[config.mk]
export PLATFORM = sky130hd
export DESIGN_NAME = dct_block_arbiter_flat
export DESIGN_NICKNAME = d
export VERILOG_FILES = /design/src/rtl/dct_block_arbiter_pkg.sv /design/src/rtl/dct_block_arbiter_if.sv /design/src/rtl/dct_block_arbiter_tag_fifo.sv /design/src/rtl/dct_block_arbiter.sv /design/src/flat_wrapper.sv
export SDC_FILE = /design/constraint.sdc
export NUM_CORES = 1
export LEC_CHECK = 0
export ABC_CLOCK_PERIOD_IN_PS = 3000
export CAP_MARGIN = 0
export CORE_AREA = 2 2 614 616
export CTS_CLUSTER_DIAMETER = 120
export DETAILED_ROUTE_END_ITERATION = 12
export DIE_AREA = 0 0 616 618
export PLACE_DENSITY = 0.3
export RECOVER_POWER = 100
export SYNTH_ARGS = -nofsm -noshare
export SYNTH_HDL_FRONTEND = slang
export SYNTH_HIERARCHICAL = 1
export SYNTH_SLANG_ARGS = --single-unit
[constraint.sdc]
create_clock -name clk -period 3 [get_ports clk]
set_input_delay 0.6 -clock clk [delete_from_list [all_inputs] [get_ports clk]]
set_output_delay 0.6 -clock clk [all_outputs]
set_load 0.02 [all_outputs]
[src/rtl/dct_block_arbiter_pkg.sv]
// Shared types and helpers for the DCT block arbiter: FSM state encoding,
// default block height and the round-robin winner selection.
package dct_pkg;

  localparam int          ROWS_PER_BLK = 8;
  localparam int unsigned RR_MAX       = 32;

  typedef enum logic {
    A_IDLE = 1'b0,
    A_LOCK = 1'b1
  } arb_state_t;

  // First valid index strictly after 'last', wrapping modulo n.
  function automatic int unsigned rr_pick(input logic [RR_MAX-1:0] valid,
                                          input int unsigned       last,
                                          input int unsigned       n);
    int unsigned       win;
    int unsigned       idx;
    logic              found;
    logic [RR_MAX-1:0] sh;
    win   = last;
    found = 1'b0;
    for (int unsigned k = 1; k <= RR_MAX; k++) begin
      idx = (last + k) % n;
      sh  = valid >> idx;
      if (!found && (k <= n) && sh[0]) begin
        win   = idx;
        found = 1'b1;
      end
    end
    return win;
  endfunction

endpackage

[src/rtl/dct_block_arbiter_if.sv]
// Handshake bundle between block sources, the arbiter and the DCT core.
// slave = arbiter side, master = sources/core side.
interface dct_block_arbiter_if #(
  parameter int N_REQ = 3,
  parameter int IN_W  = 32,
  parameter int ROWS  = 8
);
  localparam int ROW_W = IN_W * ROWS;

  logic [N_REQ-1:0]       req_valid;
  logic [N_REQ*ROW_W-1:0] req_row;
  logic [N_REQ-1:0]       req_ready;
  logic                   core_in_valid;
  logic [ROW_W-1:0]       core_in_row;
  logic                   core_in_ready;
  logic                   core_out_valid;
  logic [ROW_W-1:0]       core_out_row;
  logic                   core_out_ready;
  logic [N_REQ-1:0]       rsp_valid;
  logic [ROW_W-1:0]       rsp_row;
  logic [N_REQ-1:0]       rsp_ready;

  modport slave (
    input  req_valid, req_row, core_in_ready, core_out_valid, core_out_row, rsp_ready,
    output req_ready, core_in_valid, core_in_row, core_out_ready, rsp_valid, rsp_row
  );

  modport master (
    output req_valid, req_row, core_in_ready, core_out_valid, core_out_row, rsp_ready,
    input  req_ready, core_in_valid, core_in_row, core_out_ready, rsp_valid, rsp_row
  );

endinterface

[src/rtl/dct_block_arbiter_tag_fifo.sv]
// Owner-tag FIFO: one entry per block granted into the DCT core, popped when
// that block's last output row has been delivered.
module dct_tag_fifo #(
  parameter int DEPTH = 2,
  parameter int N_REQ = 3,
  parameter int W     = $clog2(N_REQ),
  parameter int CW    = $clog2(DEPTH + 1)
) (
  input  logic          clk,
  input  logic          rst_n,
  input  logic          push,
  input  logic [W-1:0]  push_tag,
  input  logic          pop,
  output logic [W-1:0]  head,
  output logic [CW-1:0] count,
  output logic          full,
  output logic          empty
);
  localparam int PW = (DEPTH > 1) ? $clog2(DEPTH) : 1;

  logic [W-1:0]  mem_q [DEPTH];
  logic [W-1:0]  mem_d [DEPTH];
  logic [PW-1:0] wr_ptr_q, wr_ptr_d;
  logic [PW-1:0] rd_ptr_q, rd_ptr_d;
  logic [CW-1:0] count_q, count_d;

  function automatic logic [PW-1:0] ptr_inc(input logic [PW-1:0] p);
    return (32'(p) == DEPTH - 1) ? '0 : p + 1'b1;
  endfunction

  always_comb begin
    mem_d    = mem_q;
    wr_ptr_d = wr_ptr_q;
    rd_ptr_d = rd_ptr_q;
    count_d  = count_q;
    if (push) begin
      mem_d[wr_ptr_q] = push_tag;
      wr_ptr_d        = ptr_inc(wr_ptr_q);
    end
    if (pop) begin
      rd_ptr_d = ptr_inc(rd_ptr_q);
    end
    case ({push, pop})
      2'b10:   count_d = count_q + 1'b1;
      2'b01:   count_d = count_q - 1'b1;
      default: count_d = count_q;
    endcase
  end

  always_ff @(posedge clk or negedge rst_n) begin
    if (!rst_n) begin
      wr_ptr_q <= '0;
      rd_ptr_q <= '0;
      count_q  <= '0;
    end else begin
      wr_ptr_q <= wr_ptr_d;
      rd_ptr_q <= rd_ptr_d;
      count_q  <= count_d;
    end
  end

  // Tag storage is qualified by count, so it needs no reset.
  always_ff @(posedge clk) begin
    mem_q <= mem_d;
  end

  assign head  = mem_q[rd_ptr_q];
  assign count = count_q;
  assign full  = (32'(count_q) == DEPTH);
  assign empty = (count_q == '0);

endmodule

[src/rtl/dct_block_arbiter.sv]
// Block-granular round-robin sharing of one row-streaming DCT core, with
// response routing by owner tag. Optional counters under `DCT_ARB_PERF_EN.
module dct_block_arbiter
  import dct_pkg::*;
#(
  parameter int N_REQ     = 3,
  parameter int IN_W      = 32,
  parameter int ROWS      = ROWS_PER_BLK,
  parameter int TAG_DEPTH = 2
) (
  input  logic                 clk,
  input  logic                 rst_n,
  dct_block_arbiter_if.slave   bus,
  output logic                 proto_err
`ifdef DCT_ARB_PERF_EN
  ,
  output logic [N_REQ*16-1:0]  blk_cnt,
  output logic [31:0]          stall_cyc
`endif
);
  localparam int ROW_W = IN_W * ROWS;
  localparam int GW    = $clog2(N_REQ);
  localparam int CW    = $clog2(ROWS + 1);
  localparam int TCW   = $clog2(TAG_DEPTH + 1);

  arb_state_t     state_q, state_d;
  logic [GW-1:0]  grant_q, grant_d;
  logic [GW-1:0]  last_grant_q, last_grant_d;
  logic [CW-1:0]  in_cnt_q, in_cnt_d;
  logic [CW-1:0]  out_cnt_q, out_cnt_d;
  logic           proto_err_q, proto_err_d;

  logic           tag_push, tag_pop, tag_full, tag_empty, tag_room;
  logic [GW-1:0]  tag_head, winner;
  logic [TCW-1:0] tag_count;
  logic           in_beat, out_beat;

  dct_tag_fifo #(
    .DEPTH (TAG_DEPTH),
    .N_REQ (N_REQ)
  ) u_tag_fifo (
    .clk      (clk),
    .rst_n    (rst_n),
    .push     (tag_push),
    .push_tag (grant_d),
    .pop      (tag_pop),
    .head     (tag_head),
    .count    (tag_count),
    .full     (tag_full),
    .empty    (tag_empty)
  );

  assign tag_room = !tag_full && (32'(tag_count) < TAG_DEPTH);
  assign winner   = GW'(rr_pick(RR_MAX'(bus.req_valid), 32'(last_grant_q), N_REQ));

  // Input side: one bubble cycle to grant, then the block is locked to grant_q.
  always_comb begin
    state_d           = state_q;
    grant_d           = grant_q;
    last_grant_d      = last_grant_q;
    in_cnt_d          = in_cnt_q;
    tag_push          = 1'b0;
    in_beat           = 1'b0;
    bus.req_ready     = '0;
    bus.core_in_valid = 1'b0;
    bus.core_in_row   = '0;
    case (state_q)
      A_IDLE: begin
        if ((|bus.req_valid) && tag_room) begin
          grant_d  = winner;
          tag_push = 1'b1;
          in_cnt_d = '0;
          state_d  = A_LOCK;
        end
      end
      A_LOCK: begin
        for (int i = 0; i < N_REQ; i++) begin
          if (grant_q == GW'(i)) begin
            bus.core_in_valid = bus.req_valid[i];
            bus.core_in_row   = bus.req_row[i*ROW_W +: ROW_W];
            bus.req_ready[i]  = bus.core_in_ready;
          end
        end
        in_beat = bus.core_in_valid && bus.core_in_ready;
        if (in_beat) begin
          if (in_cnt_q == CW'(ROWS - 1)) begin
            in_cnt_d     = '0;
            last_grant_d = grant_q;
            state_d      = A_IDLE;
          end else begin
            in_cnt_d = in_cnt_q + 1'b1;
          end
        end
      end
      default: state_d = A_IDLE;
    endcase
  end

  // Output side: route core rows to the owner at the tag FIFO head.
  always_comb begin
    out_cnt_d          = out_cnt_q;
    proto_err_d        = proto_err_q;
    tag_pop            = 1'b0;
    out_beat           = 1'b0;
    bus.rsp_valid      = '0;
    bus.rsp_row        = '0;
    bus.core_out_ready = 1'b0;
    if (!tag_empty) begin
      for (int i = 0; i < N_REQ; i++) begin
        if (tag_head == GW'(i)) begin
          bus.rsp_valid[i]   = bus.core_out_valid;
          bus.core_out_ready = bus.rsp_ready[i];
        end
      end
      bus.rsp_row = bus.core_out_row;
      out_beat    = bus.core_out_valid && bus.core_out_ready;
      if (out_beat) begin
        if (out_cnt_q == CW'(ROWS - 1)) begin
          out_cnt_d = '0;
          tag_pop   = 1'b1;
        end else begin
          out_cnt_d = out_cnt_q + 1'b1;
        end
      end
    end else if (bus.core_out_valid) begin
      proto_err_d = 1'b1;
    end
  end

  always_ff @(posedge clk or negedge rst_n) begin
    if (!rst_n) begin
      state_q      <= A_IDLE;
      grant_q      <= '0;
      last_grant_q <= GW'(N_REQ - 1);
      in_cnt_q     <= '0;
      out_cnt_q    <= '0;
      proto_err_q  <= 1'b0;
    end else begin
      state_q      <= state_d;
      grant_q      <= grant_d;
      last_grant_q <= last_grant_d;
      in_cnt_q     <= in_cnt_d;
      out_cnt_q    <= out_cnt_d;
      proto_err_q  <= proto_err_d;
    end
  end

  assign proto_err = proto_err_q;

`ifdef DCT_ARB_PERF_EN
  logic [N_REQ*16-1:0] blk_cnt_q, blk_cnt_d;
  logic [31:0]         stall_cyc_q, stall_cyc_d;

  always_comb begin
    blk_cnt_d   = blk_cnt_q;
    stall_cyc_d = stall_cyc_q;
    if (tag_pop) begin
      for (int i = 0; i < N_REQ; i++) begin
        if (tag_head == GW'(i)) begin
          blk_cnt_d[i*16 +: 16] = blk_cnt_q[i*16 +: 16] + 16'd1;
        end
      end
    end
    if (bus.core_in_valid && !bus.core_in_ready) begin
      stall_cyc_d = stall_cyc_q + 32'd1;
    end
  end

  always_ff @(posedge clk or negedge rst_n) begin
    if (!rst_n) begin
      blk_cnt_q   <= '0;
      stall_cyc_q <= '0;
    end else begin
      blk_cnt_q   <= blk_cnt_d;
      stall_cyc_q <= stall_cyc_d;
    end
  end

  assign blk_cnt   = blk_cnt_q;
  assign stall_cyc = stall_cyc_q;
`endif

endmodule

[src/flat_wrapper.sv]
// flat-port wrapper written by rule: the top's interface ports become plain ports
module dct_block_arbiter_flat import dct_pkg::*;
#(
  parameter int N_REQ     = 3,
  parameter int IN_W      = 32,
  parameter int ROWS      = ROWS_PER_BLK,
  parameter int TAG_DEPTH = 2
)
  (clk, rst_n, proto_err, bus_req_valid, bus_req_row, bus_core_in_ready, bus_core_out_valid, bus_core_out_row, bus_rsp_ready, bus_req_ready, bus_core_in_valid, bus_core_in_row, bus_core_out_ready, bus_rsp_valid, bus_rsp_row);
  dct_block_arbiter_if #(.N_REQ(N_REQ), .IN_W(IN_W), .ROWS(ROWS)) bus_i ();
  input  logic clk;
  input  logic rst_n;
  output logic proto_err;
  input wire logic [$bits(bus_i.req_valid)-1:0] bus_req_valid;
  input wire logic [$bits(bus_i.req_row)-1:0] bus_req_row;
  input wire logic [$bits(bus_i.core_in_ready)-1:0] bus_core_in_ready;
  input wire logic [$bits(bus_i.core_out_valid)-1:0] bus_core_out_valid;
  input wire logic [$bits(bus_i.core_out_row)-1:0] bus_core_out_row;
  input wire logic [$bits(bus_i.rsp_ready)-1:0] bus_rsp_ready;
  output wire logic [$bits(bus_i.req_ready)-1:0] bus_req_ready;
  output wire logic [$bits(bus_i.core_in_valid)-1:0] bus_core_in_valid;
  output wire logic [$bits(bus_i.core_in_row)-1:0] bus_core_in_row;
  output wire logic [$bits(bus_i.core_out_ready)-1:0] bus_core_out_ready;
  output wire logic [$bits(bus_i.rsp_valid)-1:0] bus_rsp_valid;
  output wire logic [$bits(bus_i.rsp_row)-1:0] bus_rsp_row;
  assign bus_i.req_valid = bus_req_valid;
  assign bus_i.req_row = bus_req_row;
  assign bus_i.core_in_ready = bus_core_in_ready;
  assign bus_i.core_out_valid = bus_core_out_valid;
  assign bus_i.core_out_row = bus_core_out_row;
  assign bus_i.rsp_ready = bus_rsp_ready;
  assign bus_req_ready = bus_i.req_ready;
  assign bus_core_in_valid = bus_i.core_in_valid;
  assign bus_core_in_row = bus_i.core_in_row;
  assign bus_core_out_ready = bus_i.core_out_ready;
  assign bus_rsp_valid = bus_i.rsp_valid;
  assign bus_rsp_row = bus_i.rsp_row;
  dct_block_arbiter #(.N_REQ(N_REQ), .IN_W(IN_W), .ROWS(ROWS), .TAG_DEPTH(TAG_DEPTH)) u_core (.clk(clk), .rst_n(rst_n), .bus(bus_i), .proto_err(proto_err));
endmodule
# Yosys cells after proc, flatten, opt, wreduce, memory -nomap -nowiden
# Index checks and enable logic that the tools add are counted.
# op_classes
add_sub_neg	9
div_mod_pow	3
magnitude_cmp	4
n_eq_ne	11
shift	3
mux	52
n_bitwise	4
n_reduce_logical	19
# ops
op	n
256-bit 2-to-1 mux	5
32-bit by 2-bit remainder unit with 32-bit output, second input constant	3
3-bit by 32-bit >> shifter with 1-bit output	3
1-bit 2-to-1 mux	27
2-bit 2-to-1 mux	9
4-bit 2-to-1 mux	4
4-bit by 1-bit adder with 4-bit output, second input constant	2
2-bit == test, second input constant	4
4-bit by 3-bit == test with 1-bit output, second input constant	2
4-bit case mux with 2 select lines	1
1-bit logical AND	7
2-bit by 2-bit adder with 3-bit output, second input constant	2
2-bit by 1-bit == test with 1-bit output, second input constant	3
2-bit zero test	3
3-bit 2-to-1 mux	2
2-bit AND reduction	3
4-bit bitwise mux	1
2-bit greater-or-equal comparator, second input constant	2
1-bit inverter with 2-bit output	2
2-bit case mux with 2 select lines	1
2-bit by 1-bit adder with 3-bit output, second input constant	1
1-bit zero test	3
3-bit AND reduction	1
3-bit OR reduction	1
11 further kinds	13
# word_totals
register_bits	22
output_inout_bits	521
word_cells	116

# Longest topological paths before layout
# logic_depth
ltp_word	14
ltp_mapped	10
mapped_depth_nobuf	10

# Cells and area by module
# Netlist, hierarchy kept.
# modules_own_cells
mod	n_inst	cells_each	area_each_um2	seq_area_each_um2
dct_block_arbiter	1	1547	9302.7	351.6
dct_tag_fifo	1	22	329.1	220.2

# Worst setup path after synthesis
# Ideal clock, no wire load.
# synth_timing
path_kind	reg2reg
start	register u_core.last_grant_q[1]
end	register u_core/u_tag_fifo/mem_q[0] (netlist bit), data pin
t_arrival_ns	2.363
slack_ns	0.453
stages_incl_launch_ff	10
path_buffers	1
synth_period_minus_slack_ns	2.547
cell_sequence	dfstp_2 inv_1 ha_1 buf_6 nand3b_1 ha_1 nor4bb_4 o22a_4 a211oi_1 o31ai_2
# synth_between
elab_chain_len	13
word_cells_on_any_way	21
classes_between	add/sub (3); div (3); shift (3); mux (8); reduce/logical (4)
# synth_lines
item	line_no	text
from (decl)	dct_block_arbiter.sv:28	logic [GW-1:0] last_grant_q, last_grant_d;
from (signal assigned)	dct_block_arbiter.sv:134	last_grant_q <= GW'(N_REQ - 1);
from (signal assigned)	dct_block_arbiter.sv:141	last_grant_q <= last_grant_d;
2-bit by 1-bit adder with 3-bit output	dct_block_arbiter_pkg.sv:24	idx = (last + k) % n;
32-bit by 2-bit remainder unit with 32-bit output	dct_block_arbiter_pkg.sv:24	
3-bit by 32-bit >> shifter with 1-bit output	dct_block_arbiter_pkg.sv:25	sh = valid >> idx;
1-bit 2-to-1 mux	dct_block_arbiter_pkg.sv:26	if (!found && (k <= n) && sh[0]) begin
1-bit zero test	dct_block_arbiter_pkg.sv:26	
1-bit logical AND	dct_block_arbiter_pkg.sv:26	
1-bit 2-to-1 mux	dct_block_arbiter_pkg.sv:26	
1-bit zero test	dct_block_arbiter_pkg.sv:26	
1-bit logical AND	dct_block_arbiter_pkg.sv:26	
2-bit 2-to-1 mux *	dct_block_arbiter_pkg.sv:26	
2-bit 2-to-1 mux *	dct_block_arbiter.sv:69	if ((|bus.req_valid) && tag_room) begin
2-bit 2-to-1 mux *	dct_block_arbiter.sv:67	case (state_q)
via u_core.grant_d[0]	dct_block_arbiter.sv:27	logic [GW-1:0] grant_q, grant_d;
4-bit bitwise mux *	dct_block_arbiter_tag_fifo.sv:37	mem_d[wr_ptr_q] = push_tag;
to (signal assigned)	dct_block_arbiter_tag_fifo.sv:64	mem_q <= mem_d;
to (decl)	dct_block_arbiter_tag_fifo.sv:21	logic [W-1:0] mem_q [DEPTH];
# Mark *: on every way through the listed nets, which the timed path passes. The rest lies on a longest branch.
# A chain may end at the register's enable or synchronous reset.

# Final worst setup path
# layout_timing
start	register u_core.grant_q[1]
end	output bus_core_in_row[171]
# layout_between
elab_chain_len	5
word_cells_on_any_way	7
classes_between	eq/ne (2); mux (4); reduce/logical (1)
# layout_lines
item	line_no	text
from (decl)	dct_block_arbiter.sv:27	
from (signal assigned)	dct_block_arbiter.sv:140	grant_q <= grant_d;
2-bit zero test	dct_block_arbiter.sv:78	if (grant_q == GW'(i)) begin
256-bit 2-to-1 mux (2 in a row)	dct_block_arbiter.sv:78	
256-bit 2-to-1 mux *	dct_block_arbiter.sv:78	
256-bit 2-to-1 mux *	dct_block_arbiter.sv:67	
to (decl)	flat_wrapper.sv:22	output wire logic [$bits(bus_i.core_in_row)-1:0] bus_core_in_row;
# Mark *: on every way between the ends. The rest lies on a longest branch, timed or not.

==> impl_metrics.sql <==
INSERT INTO impl_metrics (metric_group, metric, value, unit) VALUES
('floorplanning', 'pin_count', '1555', ''),
('worst_setup_path', 'timing.setup.critical_path_class', 'reg2out', ''),
('sta', 'post-route-min-period', '2.95', 'ns'),
('floorplanning', 'core-area', '374000', 'µm²'),
('yosys', 'synthFlopType', 'sky130_fd_sc_hd__dfrtp_1', ''),
('routing', 'via_count', '19866', ''),
('yosys', 'syn_nets', '2616', ''),
('routing', 'ant_nets', '0', ''),
('sta', 'final_hold_viol_count', '0', ''),
('yosys', 'seq_area_frac_synth', '0.0594', ''),
('global_routing', 'grt_usage', '0.136', ''),
('worst_setup_path', 'cp_slowest_cell', 'sky130_fd_sc_hd__dfrtp_4', ''),
('yosys', 'yosys_warnings', '6', ''),
('worst_setup_path', 'worst-endpoint-arrival', '2.35', 'ns'),
('final_layout', 'layout_nets', '4227', ''),
('floorplanning', 'die_width', '616', 'µm'),
('worst_setup_path', 'startpoint_type', 'flop', ''),
('worst_setup_path', 'critical-path-top-cell-by-count', 'sky130_fd_sc_hd__nor2_1', ''),
('sta', 'worst_slew_pin_slew', '1.22', 'ns'),
('worst_setup_path', 'worst_setup_ep_type', 'primary output', ''),
('global_routing', 'grt_overflow', '0', ''),
('worst_setup_path', 'worstReg2RegStart', 'u_core/last_grant_q[1]', ''),
('final_layout', 'layout.area.seq', '579', 'µm²'),
('final_layout', 'mostFrequentLayoutCell', 'sky130_fd_sc_hd__clkdlybuf4s50_1', ''),
('yosys', 'postSynthRegisterBits', '22', ''),
('final_layout', 'multi_input_comb_area', '8330', 'µm²'),
('sta', 'max_freq', '339', 'MHz'),
('worst_setup_path', 'critical_path.reg2reg.endpoint', 'u_core/u_tag_fifo/mem_q[2]', ''),
('placement', 'numPlacedInstances', '8165', ''),
('cts', 'tritoncts', 'yes', ''),
('cts', 'clk_pin_slew', '0.07', 'ns'),
('sta', 'finalClockSkew', '0.00172', 'ns'),
('yosys', 'mappedNetlistArea', '9630', 'µm²'),
('yosys', 'synth.top_cells.by_area', 'sky130_fd_sc_hd__mux2i_1, sky130_fd_sc_hd__nor2_1, sky130_fd_sc_hd__nor2b_1', ''),
('sta', 'grt_setup_unrepaired', 'no', ''),
('yosys', 'syn-instance-count', '1569', ''),
('yosys', 'synthArstFlopShare', '0.818', ''),
('routing', 'drt_drc_violations_left', '0', ''),
('final_layout', 'final_layout_size_suffix_gt1_frac', '0.113', ''),
('yosys', 'synth_cell_types', '52', ''),
('min_path', 'min_delay_path_depth', '1', ''),
('power_and_ir_drop', 'vdd_ir_drop_max', '455', 'µV'),
('cts', 'worstSkewPairLatency', '0.26', 'ns'),
('cts', 'cts_bufs_inserted', '3', ''),
('cts', 'clk_root_buffer_cell', 'sky130_fd_sc_hd__clkbuf_16', ''),
('routing', 'routed_wirelength', '271000', 'µm'),
('cts', 'ctsHtreeMaxLevel', '1', ''),
('yosys', 'synth_top_area_cell', 'sky130_fd_sc_hd__mux2i_1', ''),
('worst_setup_path', 'critPathRequiredTime', '2.40', 'ns'),
('sta', 'slew_headroom', '0.193', ''),
('sta', 'setup_viol', '0', ''),
('run_status', 'outcome', 'complete, no violations', ''),
('min_path', 'hold_start', 'u_core/proto_err', ''),
('floorplanning', 'floorplan.initialDensity', '0.0257', ''),
('power_and_ir_drop', 'power.density_cell_area', '710', 'nW/µm²'),
('sta', 'post-route-period-util', '0.985', ''),
('sta', 'fin_setup_tns', '0', 'ns'),
('routing', 'wl_per_cell', '32.9', 'µm'),
('routing', 'drt-vias-per-instance', '2.42', ''),
('placement', 'port_buffers', '1554', ''),
('yosys', 'postSynthAreaPerCell', '6.14', 'µm²'),
('global_routing', 'grt_pass1_vias', '19834', ''),
('final_layout', 'area_growth_syn_to_layout', '236', '%'),
('worst_setup_path', 'reg2reg_depth', '8', ''),
('power_and_ir_drop', 'leakagePower', '11.4', 'nW'),
('worst_setup_path', 'ff2ff_setup_slack', '0.16', 'ns'),
('final_layout', 'final_cell_count_no_fill', '8225', ''),
('global_routing', 'grt_pass1_wl', '315000', 'µm'),
('min_path', 'hold_path_end', 'u_core/proto_err', ''),
('floorplanning', 'std_cell_rows', '225', ''),
('floorplanning', 'design.die.area', '381000', 'µm²');
[synth_stat cells (5+ instances only)]
library cell	instances
sky130_fd_sc_hd__nand3_1	7
sky130_fd_sc_hd__clkbuf_1	67
sky130_fd_sc_hd__nand2_1	8
sky130_fd_sc_hd__buf_2	36
sky130_fd_sc_hd__inv_1	8
sky130_fd_sc_hd__nor2b_1	257
sky130_fd_sc_hd__buf_6	20
sky130_fd_sc_hd__ha_1	13
sky130_fd_sc_hd__dfrtp_1	17
sky130_fd_sc_hd__mux2i_1	262
sky130_fd_sc_hd__buf_1	16
sky130_fd_sc_hd__nor2_1	524
sky130_fd_sc_hd__a21oi_1	256
sky130_fd_sc_hd__nor3_1	5
sky130_fd_sc_hd__buf_4	7
[logic make-up (layout without fill, tap and decap cells)]
logic type      after synthesis  count (layout)  share of synthesized area
compound gates              279             279                      0.152
xor+xnor                      6               6                    0.00546
fa+ha+maj                    13              13                     0.0169
buf+inv                     155            1765                     0.0834
flops                        22              22                     0.0594
mux                         269             269                      0.282
other cells                   0              52                          0
simple gates                825             825                      0.401
[state kept, by name (all words and copies together), names as in the netlist]
name                        count
u_core/u_tag_fifo/wr_ptr_q      1
u_core/last_grant_q             2
u_core/in_cnt_q                 4
u_core/grant_q                  2
u_core/out_cnt_q                4
u_core/u_tag_fifo/rd_ptr_q      1
u_core/u_tag_fifo/mem_q         4
u_core/proto_err                1
u_core/state_q                  1
u_core/u_tag_fifo/count         2
[area by class of cell]
| cell class | count | share of cell area |
|---|---|---|
| flip-flops and latches | 22 | 0.0179 |
| inverters | 9 | 0.00128 |
| multi-input cells | 1392 | 0.257 |
| clock buffers | 3 | 0.00232 |
| well taps | 4994 | 0.193 |
| repair buffers | 1752 | 0.523 |
| clock inverters | 1 | 0.000928 |
| diodes | 52 | 0.00402 |
[worst max-delay path by stage]
stage                                 from                          to  slack [ns]
finish                   u_core/grant_q[1]        bus_core_in_row[171]        0.05
global route             u_core/grant_q[1]        bus_core_in_row[104]       0.001
detailed placement        bus_req_row[642]        bus_core_in_row[130]       -0.41
floorplan           u_core/last_grant_q[1]  u_core/u_tag_fifo/mem_q[0]        0.45
CTS                       bus_req_row[117]        bus_core_in_row[117]       -0.09
global placement          bus_req_row[642]        bus_core_in_row[130]       -0.42
[layer usage]
metal	GRT usage	vias to the layer above	routed length, µm
met4	0.0390	214	11200
met1	0.117	9030	80900
met5	0	-	1430
li1	-	8469	-
met3	0.0752	734	33400
met2	0.263	1419	144000
[power breakdown]
group	internal (mW)	switching (mW)
clock	0.266	0.133
sequential	0.414	0.125
combinational	8.04	14.0
[through the flow]
stage               area [µm²]    util  hold WS [ns]  setup slack (ns)  power [mW]
finish                   32400  0.0865         0.466            0.0460        23.0
CTS                      33100  0.0884         0.472           -0.0891        25.0
detailed placement       33000  0.0883         0.456            -0.406        25.1
floorplan                 9630       -         0.304             0.453        9.81
global placement         33000  0.0883         0.448            -0.417        25.2
global route             32300  0.0864         0.512           0.00148        24.3
[worst max-delay path, delay by kind of cell, from the launching register on]
kind                   cells  cell delay [ns]
and+or+nand+nor            2             0.34
buffers and inverters      4             0.97
AOI/OAI and AO/OA          1             0.05
DFF                        1             0.50
muxes                      1             0.13
[timing repair]
action	CTS	global route
hold endpoints to repair	0	0
hold buffers	0	0
setup buffers	0	2
cloned	1	1
gates resized for setup	195	29
setup endpoints to repair	182	27
pin swaps	0	1
Power figures use the tool's default switching activity.
